--- config.mk ---
export PLATFORM = sky130hd
export DESIGN_NAME = vram_arbiter
export DESIGN_NICKNAME = d
export VERILOG_FILES = /design/src/rtl/vram_pkg.sv /design/src/rtl/vram_wbuf.sv /design/src/rtl/vram_arbiter.sv
export SDC_FILE = /design/constraint.sdc
export NUM_CORES = 1
export LEC_CHECK = 0
export ABC_AREA = 1
export ABC_CLOCK_PERIOD_IN_PS = 2120
export BUFFER_PORTS_ARGS = -buffer_cell sky130_fd_sc_hd__buf_2
export CORE_MARGIN = 5
export CORE_UTILIZATION = 48
export DETAILED_ROUTE_END_ITERATION = 10
export PLACE_DENSITY = 0.88
export SLEW_MARGIN = 25
export SYNTH_ARGS = -nofsm -noshare
export SYNTH_HDL_FRONTEND = slang
export SYNTH_SLANG_ARGS = --single-unit
--- constraint.sdc ---
create_clock -name clk -period 2.12 [get_ports clk]
set_clock_uncertainty 0.1 [all_clocks]
set_input_delay 0.212 -clock clk [delete_from_list [all_inputs] [get_ports clk]]
set_output_delay 0.212 -clock clk [all_outputs]
set_load 0.01 [all_outputs]
--- src/rtl/vram_pkg.sv ---
// Shared constants and types for the video RAM arbiter: slot width, CPU
// handshake states and owner tags for in-flight RAM accesses.
package vram_pkg;

    localparam int DEF_ADDR_W = 14;
    localparam int SLOT_W     = 3;

    typedef enum logic [2:0] {
        IDLE,
        ISSUE,
        DATA,
        ACK,
        HOLD
    } cpu_state_t;

    typedef enum logic [1:0] {
        NONE,
        VID,
        CPU
    } owner_t;

    // One in-flight pipeline stage: who owns the access and whether it writes.
    typedef struct packed {
        owner_t owner;
        logic   we;
    } stage_t;

endpackage

--- src/rtl/vram_wbuf.sv ---
// One-entry posted write buffer for the video RAM arbiter. It is loaded by
// an accepted CPU write and emptied once its drain grant has been issued.
module vram_wbuf
    import vram_pkg::*;
#(
    parameter int ADDR_W = DEF_ADDR_W
) (
    input  logic              clk,
    input  logic              reset,
    input  logic              capture,
    input  logic [ADDR_W-1:0] cap_addr,
    input  logic [7:0]        cap_data,
    input  logic              drain,
    output logic              full,
    output logic [ADDR_W-1:0] addr,
    output logic [7:0]        data
);

    logic              full_reg;
    logic [ADDR_W-1:0] addr_reg;
    logic [7:0]        data_reg;

    // Capture and drain never coincide: capture needs an empty buffer.
    always_ff @(posedge clk or posedge reset) begin
        if (reset) begin
            full_reg <= 1'b0;
            addr_reg <= '0;
            data_reg <= '0;
        end else if (capture) begin
            full_reg <= 1'b1;
            addr_reg <= cap_addr;
            data_reg <= cap_data;
        end else if (drain) begin
            full_reg <= 1'b0;
        end
    end

    assign full = full_reg;
    assign addr = addr_reg;
    assign data = data_reg;

endmodule

--- src/rtl/vram_arbiter.sv ---
// Slot-based arbiter sharing a single-port video RAM between the raster fetch
// and CPU cycles. Define VRAM_ARB_WBUF_EN to add a one-entry posted write buffer.
module vram_arbiter
    import vram_pkg::*;
#(
    parameter int ADDR_W   = DEF_ADDR_W,
    parameter int VID_SLOT = 4
) (
    input  logic              clk,
    input  logic              reset,
    input  logic              slot_sync,
    input  logic [ADDR_W-1:0] vid_addr,
    output logic [7:0]        vid_data,
    output logic              vid_valid,
    input  logic              cpu_req,
    input  logic              cpu_we,
    input  logic [ADDR_W-1:0] cpu_addr,
    input  logic [7:0]        cpu_wdata,
    output logic [7:0]        cpu_rdata,
    output logic              cpu_ack,
    output logic              cpu_wait,
    output logic [ADDR_W-1:0] ram_addr,
    output logic [7:0]        ram_wdata,
    output logic              ram_we,
    input  logic [7:0]        ram_rdata
);

    logic [SLOT_W-1:0] slot_reg;
    cpu_state_t        state_reg;
    stage_t            st1_reg;
    stage_t            st2_reg;

    logic [ADDR_W-1:0] ram_addr_reg;
    logic [7:0]        ram_wdata_reg;
    logic              ram_we_reg;
    logic [7:0]        vid_data_reg;
    logic              vid_valid_reg;
    logic [7:0]        cpu_rdata_reg;
    logic              cpu_ack_reg;

    logic slot_is_vid;
    logic cpu_idle;
    logic cpu_grant;
    logic drain_grant;
    logic wr_capture;

    assign slot_is_vid = (slot_reg == SLOT_W'(VID_SLOT));
    assign cpu_idle    = (state_reg == IDLE);

`ifdef VRAM_ARB_WBUF_EN
    logic              buf_full;
    logic [ADDR_W-1:0] buf_addr;
    logic [7:0]        buf_data;

    // Writes go to the buffer; any CPU access waits while it still holds data,
    // so a later read always observes the posted write.
    assign drain_grant = buf_full & ~slot_is_vid;
    assign wr_capture  = cpu_idle & cpu_req & cpu_we & ~buf_full;
    assign cpu_grant   = cpu_idle & cpu_req & ~cpu_we & ~buf_full & ~slot_is_vid;

    vram_wbuf #(
        .ADDR_W(ADDR_W)
    ) u_wbuf (
        .clk     (clk),
        .reset   (reset),
        .capture (wr_capture),
        .cap_addr(cpu_addr),
        .cap_data(cpu_wdata),
        .drain   (drain_grant),
        .full    (buf_full),
        .addr    (buf_addr),
        .data    (buf_data)
    );
`else
    assign drain_grant = 1'b0;
    assign wr_capture  = 1'b0;
    assign cpu_grant   = cpu_idle & cpu_req & ~slot_is_vid;
`endif

    always_ff @(posedge clk or posedge reset) begin
        if (reset) begin
            slot_reg <= '0;
        end else if (slot_sync) begin
            slot_reg <= '0;
        end else begin
            slot_reg <= slot_reg + 1'b1;
        end
    end

    // RAM port: registered address/data, write strobe only in the cycle after grant.
    always_ff @(posedge clk or posedge reset) begin
        if (reset) begin
            ram_addr_reg  <= '0;
            ram_wdata_reg <= '0;
            ram_we_reg    <= 1'b0;
        end else begin
            ram_we_reg <= 1'b0;
            if (slot_is_vid) begin
                ram_addr_reg <= vid_addr;
            end else if (drain_grant) begin
`ifdef VRAM_ARB_WBUF_EN
                ram_addr_reg  <= buf_addr;
                ram_wdata_reg <= buf_data;
                ram_we_reg    <= 1'b1;
`endif
            end else if (cpu_grant) begin
                ram_addr_reg <= cpu_addr;
                if (cpu_we) begin
                    ram_wdata_reg <= cpu_wdata;
                    ram_we_reg    <= 1'b1;
                end
            end
        end
    end

    // Owner tags follow each grant so the returning byte lands in the right place.
    always_ff @(posedge clk or posedge reset) begin
        if (reset) begin
            st1_reg       <= '{owner: NONE, we: 1'b0};
            st2_reg       <= '{owner: NONE, we: 1'b0};
            vid_data_reg  <= '0;
            vid_valid_reg <= 1'b0;
            cpu_rdata_reg <= '0;
            cpu_ack_reg   <= 1'b0;
        end else begin
            if (slot_is_vid) begin
                st1_reg <= '{owner: VID, we: 1'b0};
            end else if (cpu_grant) begin
                st1_reg <= '{owner: CPU, we: cpu_we};
            end else begin
                st1_reg <= '{owner: NONE, we: 1'b0};
            end
            st2_reg <= st1_reg;

            vid_valid_reg <= (st2_reg.owner == VID);
            cpu_ack_reg   <= (st2_reg.owner == CPU) | wr_capture;
            if (st2_reg.owner == VID) begin
                vid_data_reg <= ram_rdata;
            end
            if ((st2_reg.owner == CPU) && !st2_reg.we) begin
                cpu_rdata_reg <= ram_rdata;
            end
        end
    end

    // HOLD keeps one long request from starting a second access.
    always_ff @(posedge clk or posedge reset) begin
        if (reset) begin
            state_reg <= IDLE;
        end else begin
            case (state_reg)
                IDLE: begin
                    if (cpu_grant) begin
                        state_reg <= ISSUE;
                    end else if (wr_capture) begin
                        state_reg <= ACK;
                    end
                end
                ISSUE:   state_reg <= DATA;
                DATA:    state_reg <= ACK;
                ACK:     state_reg <= HOLD;
                HOLD: begin
                    if (!cpu_req) begin
                        state_reg <= IDLE;
                    end
                end
                default: state_reg <= IDLE;
            endcase
        end
    end

    assign cpu_wait  = cpu_req & ~cpu_ack_reg & (state_reg != HOLD);
    assign ram_addr  = ram_addr_reg;
    assign ram_wdata = ram_wdata_reg;
    assign ram_we    = ram_we_reg;
    assign vid_data  = vid_data_reg;
    assign vid_valid = vid_valid_reg;
    assign cpu_rdata = cpu_rdata_reg;
    assign cpu_ack   = cpu_ack_reg;

endmodule
### Word-level counts from Yosys, hierarchy flattened

Cells that the tools add are included.

| word-level totals | value |
|---|---|
| bits in registers | 53 |
| output and inout port bits | 42 |
| word-level logic and storage cells | 47 |

| cells by class | value |
|---|---|
| add/subtract/negate cells | 1 |
| eq/ne operators | 10 |
| multiplexer cells | 11 |
| bitwise gates (word level) | 6 |
| reductions and logical operators | 6 |

Operator list:

| operator | count |
|---|---|
| 2-to-1 mux 14 bit | 2 |
| 2-to-1 mux 3 bit | 5 |
| one-hot mux 3 bit (5 select lines) | 1 |
| == test 3 x 2 -> 1 bit, second input constant | 2 |
| == test 3 bit, second input constant | 2 |
| bitwise AND 1 bit | 4 |
| adder 3 x 1 -> 3 bit, second input constant | 1 |
| == test 3 x 1 -> 1 bit, second input constant | 1 |
| zero test 3 bit | 1 |
| 2-to-1 mux 1 bit | 3 |
| inequality test 3 bit, second input constant | 1 |
| AND reduction 3 bit | 1 |
| == test 2 x 1 -> 1 bit, second input constant | 1 |
| == test 2 bit, second input constant | 1 |
| inequality test 2 x 1 -> 1 bit, second input constant | 1 |
| inequality test 2 bit, second input constant | 1 |
| inverter 1 bit | 2 |
| AND reduction 2 bit | 1 |
| nonzero test 2 bit | 1 |
| logical AND 1 bit | 1 |
| zero test 1 bit | 1 |

### Logic depth before layout (Yosys ltp)

Gate-level depths: netlist of run 1.

| depth | value |
|---|---|
| word-level depth | 5 |
| gate-level depth with buffers | 9 |
| depth with buffers taken out | 8 |

### Worst setup path before layout of run 1

No wires, ideal clock.

| path | value |
|---|---|
| path type | register -> register |
| start point | register slot_reg[0] |
| end point | register ram_wdata_reg[0], in the netlist ram_wdata[0] |
| data arrival time | 1.175 ns |
| slack | 0.723 ns |
| stages on the path, launching flop included | 8 |
| path buffers | 1 |
| clock period less this slack | 1.397 ns |
| cell sequence | dfrtp_1 -> inv_1 -> ha_1 -> nand2_4 -> buf_6 -> nand4_4 -> o21bai_1 -> nand2_1 |

| on the way | value |
|---|---|
| word-level cells in the longest chain between the ends | 4 |

RTL lines:

| item | line | source |
|---|---|---|
| start, declared | vram_arbiter.sv:28 | `logic [SLOT_W-1:0] slot_reg;` |
| start signal, assigned | vram_arbiter.sv:86 | `slot_reg <= slot_reg + 1'b1;` |
| == test 3 bit (*) | vram_arbiter.sv:47 | `assign slot_is_vid = (slot_reg == SLOT_W'(VID_SLOT));` |
| inverter 1 bit (no line) (*) | n/a |  |
| bitwise AND 1 bit | vram_arbiter.sv:77 | `assign cpu_grant = cpu_idle & cpu_req & ~slot_is_vid;` |
| AND reduction 3 bit (no line) (*) | n/a |  |
| end signal, assigned | vram_arbiter.sv:109 | `ram_wdata_reg <= cpu_wdata;` |
| end, declared | vram_arbiter.sv:34 | `logic [7:0] ram_wdata_reg;` |

Mark *: on every way between the ends. The rest lies on a longest branch, timed or not.
A chain may end at the register's enable or synchronous reset.

### Worst setup path after layout of run 1

| path | value |
|---|---|
| start point | register state_reg[1] |
| end point | output port cpu_wait |

| on the way | value |
|---|---|
| word-level cells in the longest chain between the ends | 2 |

RTL lines:

| item | line | source |
|---|---|---|
| start, declared | vram_arbiter.sv:29 | `cpu_state_t state_reg;` |
| start signal, assigned | vram_arbiter.sv:149 | `state_reg <= IDLE;` |
| start signal, assigned | vram_arbiter.sv:154 | `state_reg <= ISSUE;` |
| start signal, assigned | vram_arbiter.sv:156 | `state_reg <= ACK;` |
| inequality test 3 bit | vram_arbiter.sv:172 | `assign cpu_wait = cpu_req & ~cpu_ack_reg & (state_reg != HOLD);` |
| bitwise AND 1 bit | vram_arbiter.sv:172 |  |
| end, declared | vram_arbiter.sv:21 | `output logic cpu_wait,` |

Every way passes these cells.

==> implementation parameters, run 1 <==
Parameter                              Value

STA
  Slew margin rel.    0.676
  Count of pins over their slew limit    0
  Time the worst path needs with I/O delays and setup    1.68 ns
  Timing-limited maximum frequency    0.594 GHz
  Unrepaired setup endpoints after global routing    false
  Tcrit/Tclk final    0.794
  Final hold violation count    0
  Final setup margin    0.436 ns
  Slew at the pin closest to its max-slew limit    0.485 ns
  Total setup violations reported at the end of the flow    0
  Total negative slack    0 ns

Critical path
  Master of the slowest instance on the critical path    sky130_fd_sc_hd__dfrtp_1
  Worst Path Max Fanout    3
  Crit path capture type    output pin
  Worst-path cell chain    nor2_4 > inv_1 > nor2_1 > nor3b_1 > buf_2
  Start-to-end type of the worst setup path    flop to output pin
  Data required time of the worst path    1.81 ns
  Startpoint type of the worst setup path    flop
  Delay of the slowest cell on the worst path    0.42 ns
  Arrival time at the worst endpoint    1.37 ns

Drt
  Sum of routed wire length over all layers    4940 µm
  Number of DRC violations after detailed-routing iteration 0    46
  Routed len/inst    12.3 µm
  DRC viols    0
  Detail-routed via count per cell    4.86
  Remaining antenna violation count    0
  Drt pass-1 iters    4
  Total via count after detailed routing    1954

Floorplanning
  Die height    78.9 µm
  Initial core utilization    0.489
  Die Area    6230 µm²
  Total I/O pin count    91
  Placeable core region    4660 µm²
  Row count    25
  Die Wd    78.9 µm

Pwr
  Share of total power in sequential cells    0.432
  Reported leakage power    1.68 nW
  Fraction of power spent switching nets    0.351
  Worst vdd ir    0.578 mV
  Clk pwr share    0.204
  Final Power    3.76 mW
  Net switching component of the power    1.32 mW
  Power Internal    2.44 mW
  Logic pwr share    0.364
  PD cells    1300 nW/µm²

Clocking
  PostCTS Resize Cnt    0
  H-tree depth    2
  Number of clock sinks    52
  Clock buffer count from CTS    5
  Clock tree from TritonCTS    yes
  Clock-pin slew on the worst setup and hold paths    0.09 ns
  Latest clock arrival within the worst-skew pair    0.30 ns
  Maximum root-to-sink buffer count    2
  Root cell of the clock tree    sky130_fd_sc_hd__clkbuf_8

Final layout
  Ant. Diodes    0
  Layout cells sized above 1    0.316
  Final Non-Filler Cells    402
  Area growth from synthesis to layout    27.1%
  Post-layout net count    399
  Flip-flop count of the largest register, all copies and words added    14
  Final design utilization    0.622

Placed design
  GPL Wtd Cong    0.770
  Port Buf Inserts    90
  Final HPWL from detailed placement    3710 µm
  Number of instances in the placed design    393
  Worst slack, placed    0.451 ns

GRT
  Residual overflow from global routing    0
  First-pass GRT wire length    8090 µm
  Antenna violations before repair    0
  Largest net degree at the start of global routing    32
  Vias in the first global route    1801
  Total GRT Usage    0.164

Flow run
  Max capacitance violation total    0

Synthesis
  Post-synthesis net count    307
  Synthesis-stage register bit count    52
  Average instance area after synthesis    8.91 µm²
  Synth Instances    256
  Yosys cell types    26
  Warning count from the yosys run    0
  Post-synth design cell area    2280 µm²
  Share of synthesized area occupied by flip-flops and latches    0.571

Hold path
  Class of the tightest hold or removal check    primary input to flop

Status
  Status    completed
==> per-layer routing <==
layer	GRT usage	wire length, µm	vias to the layer above
li1	-	-	974
met1	0.210	2120	902
met2	0.273	2350	71
met3	0.0465	415	7
met4	0.0481	53	0
met5	0	0	-
==> synthesized netlist by cell type <==
cell type                  count  share of area
sky130_fd_sc_hd__buf_2         3         0.0066
sky130_fd_sc_hd__buf_4         2         0.0066
sky130_fd_sc_hd__buf_6         1         0.0049
sky130_fd_sc_hd__buf_8         1         0.0066
sky130_fd_sc_hd__clkbuf_1      2         0.0033
sky130_fd_sc_hd__clkinv_1      1         0.0016
sky130_fd_sc_hd__dfrtp_1      52           0.57
sky130_fd_sc_hd__ha_1          2          0.011
sky130_fd_sc_hd__inv_1        24          0.040
sky130_fd_sc_hd__inv_2         1         0.0016
sky130_fd_sc_hd__inv_4         1         0.0027
sky130_fd_sc_hd__nand2_1     101           0.17
sky130_fd_sc_hd__nand2_4       2         0.0099
sky130_fd_sc_hd__nand3_1      22          0.048
sky130_fd_sc_hd__nand3_4       1         0.0077
sky130_fd_sc_hd__nand4_4       1         0.0093
sky130_fd_sc_hd__nor2_1        8          0.013
sky130_fd_sc_hd__nor2_2        1         0.0027
sky130_fd_sc_hd__nor2_4        1         0.0049
sky130_fd_sc_hd__nor2_8        1         0.0088
sky130_fd_sc_hd__nor3b_1       1         0.0033
sky130_fd_sc_hd__o21ai_0      15          0.033
sky130_fd_sc_hd__o21ai_1       2         0.0044
sky130_fd_sc_hd__o21bai_1      8          0.026
sky130_fd_sc_hd__or2_2         1         0.0027
sky130_fd_sc_hd__xnor2_1       1         0.0038
==> critical path: cells and delay by family, from the launching register on <==
| family | cells | cell delay (ns) |
|---|---|---|
| DFF | 1 | 0.42 |
| buffers and inverters | 2 | 0.23 |
| and+or+nand+nor | 3 | 0.42 |
==> metrics by stage <==
stage	hold WS [ns]	area [µm²]
final	0.0367	2900
after global routing	0.0297	2900
after CTS	0.0313	2900
after detailed placement	0.164	2750
after global placement	0.163	2750
after floorplan	0.173	2280
==> cell families (layout without fill, tap and decap cells) <==
logic type / after synthesis / after routing / synth area share
buf+inv: 36 / 128 / 0.0735
xor+xnor: 1 / 1 / 0.00384
flops: 52 / 52 / 0.571
fa+ha+maj: 2 / 2 / 0.0110
compound gates: 25 / 25 / 0.0637
simple gates: 140 / 140 / 0.277
==> path summary, 6_finish.rpt <==
kind | startpoint | to | slack [ns] | cells past startpoint
max | state_reg[1] | cpu_wait | 0.44 | 5
min in group asynchronous | reset | st2_reg[2] | 0.37 | 3
min | cpu_wdata[3] | ram_wdata[3] | 0.04 | 3
min reg2reg | st1_reg[2] | st2_reg[2] | 0.26 | 0
max reg2reg | slot_reg[0] | ram_wdata[7] | 0.47 | 6
max in group asynchronous | reset | vid_data[3] | 0.96 | 4
==> power by group through the flow <==
stage                     Clock [mW]  Combinational [mW]  Sequential (mW)
after floorplan                    0               0.669             1.80
after global placement             0                1.34             1.63
after detailed placement           0                1.39             1.64
after CTS                      0.786                1.39             1.63
after global routing           0.826                1.54             1.68
final                          0.767                1.37             1.62
==> cell usage in the layout (no fill, tap or decap), types with 5 or more instances in the layout <==
| cell | netlist | layout |
|---|---|---|
| sky130_fd_sc_hd__nand3_1 | 22 | 22 |
| sky130_fd_sc_hd__nor2_1 | 8 | 8 |
| sky130_fd_sc_hd__inv_1 | 24 | 23 |
| sky130_fd_sc_hd__buf_2 | 3 | 90 |
| sky130_fd_sc_hd__clkbuf_8 | 0 | 5 |
| sky130_fd_sc_hd__o21bai_1 | 8 | 8 |
| sky130_fd_sc_hd__dfrtp_1 | 52 | 52 |
| sky130_fd_sc_hd__o21ai_0 | 15 | 15 |
| sky130_fd_sc_hd__nand2_1 | 101 | 101 |
==> layout make-up <==
type	count	area, µm²
clock buffers	5	68.8
clock inverters	2	60.1
fillers	392	1760
inverters	27	104
multi-input cells	168	811
flip-flops and latches	52	1300
well taps	54	67.6
repair buffers	94	485
==> repair_timing <==
action,CTS,global route
hold buffers,2,0
endpoints found under the hold margin,25,0
buffers inserted,0,0
Power figures use the tool's default switching activity.
==> run 2: changes to the inputs <==
--- a/config.mk
+++ b/config.mk
@@ -6,7 +6,7 @@
 export NUM_CORES = 1
 export LEC_CHECK = 0
 export ABC_AREA = 1
-export ABC_CLOCK_PERIOD_IN_PS = 2120
+export ABC_CLOCK_PERIOD_IN_PS = 1600
 export BUFFER_PORTS_ARGS = -buffer_cell sky130_fd_sc_hd__buf_2
 export CORE_MARGIN = 5
 export CORE_UTILIZATION = 48
==> constraint.sdc (replaced) <==
create_clock -name clk -period 1.6 [get_ports clk]
set_clock_uncertainty 0.1 [all_clocks]
set_input_delay 0.16 -clock clk [delete_from_list [all_inputs] [get_ports clk]]
set_output_delay 0.16 -clock clk [all_outputs]
set_load 0.01 [all_outputs]
==> run 2 against run 1 <==
Global-route usage up 0.60 points. Sequential cell count unchanged. Sequential power up 33%. Critical endpoint unchanged. Largest power group unchanged. Critical path depth unchanged. Via count up 1.0%. Sequential share of layout area down 1.8 points. First-iteration DRC count up 85%. Hold slack worse by 0.014 ns.
==> implementation parameters, run 2 (same netlist as run 1, synthesis figures left out) <==
Parameter                              Value

Clocking
  Clock buffer count from CTS    5
  Maximum root-to-sink buffer count    2
  H-tree depth    2
  Clock-pin slew on the worst setup and hold paths    0.09 ns
  Latest clock arrival within the worst-skew pair    0.30 ns
  Root cell of the clock tree    sky130_fd_sc_hd__clkbuf_8
  Number of clock sinks    52
  Clock tree from TritonCTS    yes

Hold path
  Class of the tightest hold or removal check    primary input to flop
  Capture endpoint of the worst hold path    cpu_rdata[4]
  Cell depth of the worst min-delay path    3
  Critical hold path startpoint    ram_rdata[4]

Final layout
  Storage cell area    1300 µm²
  Count of fill cells added during filler insertion    367
  Most common cell after layout, fill and taps aside    sky130_fd_sc_hd__nand2_1
  Area taken by multi-input logic gates    818 µm²
  Leading cell types in the layout, fill and taps excluded    101 x sky130_fd_sc_hd__nand2_1, 90 x sky130_fd_sc_hd__buf_2, 52 x sky130_fd_sc_hd__dfrtp_1
  Area growth from synthesis to layout    32.4%
  Final design utilization    0.648
  Post-layout net count    415
  Layout cells sized above 1    0.326
  Flip-flop count of the largest register, all copies and words added    14
  Ant. Diodes    0

Pwr
  Clk pwr share    0.155
  Share of total power in sequential cells    0.447
  Worst vdd ir    0.793 mV
  Reported leakage power    1.74 nW
  Logic pwr share    0.398
  PD cells    1590 nW/µm²
  Net switching component of the power    1.78 mW
  Fraction of power spent switching nets    0.369
  Power Internal    3.03 mW

Critical path
  Beginning of the worst register-to-register path    slot_reg[0]
  Worst Path Max Fanout    3
  Delay of the slowest cell on the worst path    0.42 ns
  Arrival time at the worst endpoint    1.27 ns
  Crit-path leading delay family    flip-flops
  Crit path capture type    output pin
  Worst flop-to-flop path endpoint    ram_wdata[5]
  Setup slack, reg-to-reg    0.14 ns
  Start-to-end type of the worst setup path    flop to output pin
  Count of cell instances traversed by the critical path    5
  Reg2reg path depth    6
  Worst-path cell chain    nor2_4 > inv_1 > nor2_2 > nor3b_2 > buf_2
  Master of the slowest instance on the critical path    sky130_fd_sc_hd__dfrtp_1
  Launching instance or port of the critical path    state_reg[0]
  Data required time of the worst path    1.34 ns
  Startpoint type of the worst setup path    flop
  Worst path bufs/invs    2

Placed design
  Port Buf Inserts    90
  Final HPWL from detailed placement    3700 µm
  GPL Wtd Cong    0.760

STA
  Count of pins over their slew limit    0
  Timing-limited maximum frequency    0.655 GHz
  Total setup violations reported at the end of the flow    0
  Slew margin rel.    0.691
  Time the worst path needs with I/O delays and setup    1.53 ns
  Final hold violation count    0
  Slew at the pin closest to its max-slew limit    0.462 ns
  Tcrit/Tclk final    0.954
  Worst hold slack across all endpoints    0.0222 ns

Drt
  Number of DRC violations after detailed-routing iteration 0    85
  Total via count after detailed routing    1974
  Sum of routed wire length over all layers    5130 µm
  Drt pass-1 iters    4
  Routed met2 length    2500 µm
  Remaining antenna violation count    0
  Routed len/inst    12.2 µm
  Detail-routed via count per cell    4.71
  DRC viols    0
  DRT met1 WL    2170 µm
  Top routing layer used    met4
  Met3 wire len    397 µm

Floorplanning
  Row count    25
  Die Wd    78.9 µm
  Die height    78.9 µm
  Die Area    6230 µm²
  Placeable core region    4660 µm²
  Total I/O pin count    91
  Initial core utilization    0.489

Flow run
  Max capacitance violation total    0

Status
  Status    completed

GRT
  Residual overflow from global routing    0
  Vias in the first global route    1928
  Antenna violations before repair    0
  First-pass GRT wire length    8440 µm
  Total GRT Usage    0.170
  Largest net degree at the start of global routing    36
-- run 2: repair_timing --
action,CTS,global route
endpoints found under the setup margin,1,14
setup buffers,0,8
gates cloned,0,0
hold buffers,10,0
resized for setup,1,1
pin swaps,0,2
endpoints found under the hold margin,28,0
-- run 2: stage by stage --
stage | area [µm²] | cells | setup WS (ns) | TNS (ns) | power (mW)
5_1_grt | 3020 | 419 | -0.0156 | -0.0156 | 5.18
3_3_place_gp | 2760 | 393 | 0.149 | 0 | 3.94
2_1_floorplan | 2280 | 256 | 0.0821 | 0 | 3.28
3_5_place_dp | 2760 | 393 | 0.0643 | 0 | 4.02
6_report | 3020 | 419 | 0.0739 | 0 | 4.81
4_1_cts | 2950 | 411 | 0.000248 | 0 | 4.80
-- run 2: worst register-to-register path: stages, from the launching register on --
cell	delay, ns
sky130_fd_sc_hd__dfrtp_1	0.38
sky130_fd_sc_hd__inv_1	0.06
sky130_fd_sc_hd__ha_1	0.23
sky130_fd_sc_hd__nand2_4	0.16
sky130_fd_sc_hd__nand4_4	0.20
sky130_fd_sc_hd__o21bai_1	0.18
sky130_fd_sc_hd__nand2_1	0.07
-- run 2: power groups by stage --
stage / registers, mW / clock network [mW] / logic, mW
floorplan: 2.39 / 0 / 0.886
global placement: 2.16 / 0 / 1.79
detailed placement: 2.17 / 0 / 1.86
CTS: 2.15 / 0.766 / 1.88
global route: 2.21 / 0.817 / 2.16
finish: 2.15 / 0.747 / 1.91
-- run 2: worst max path at each step --
stage / slack, ns / endpoint
floorplan: 0.08 / cpu_ack
global placement: 0.15 / ram_wdata[1]
detailed placement: 0.06 / ram_wdata[5]
CTS: 0.0002 / cpu_wait
global route: -0.02 / cpu_wait
finish: 0.07 / cpu_wait
-- run 2: routing by layer --
| metal | global-route usage | vias up |
|---|---|---|
| met5 | 0 | - |
| met4 | 0.0619 | 0 |
| met3 | 0.0465 | 8 |
| met2 | 0.300 | 60 |
| met1 | 0.199 | 894 |
| li1 | - | 1012 |
-- run 2: cell type report --
class	instances	area share
Tap cell	54	0.0224
Sequential cell	52	0.431
Inverter	27	0.0344
Multi-Input combinational cell	168	0.271
Clock buffer	8	0.0298
Timing Repair Buffer	110	0.211
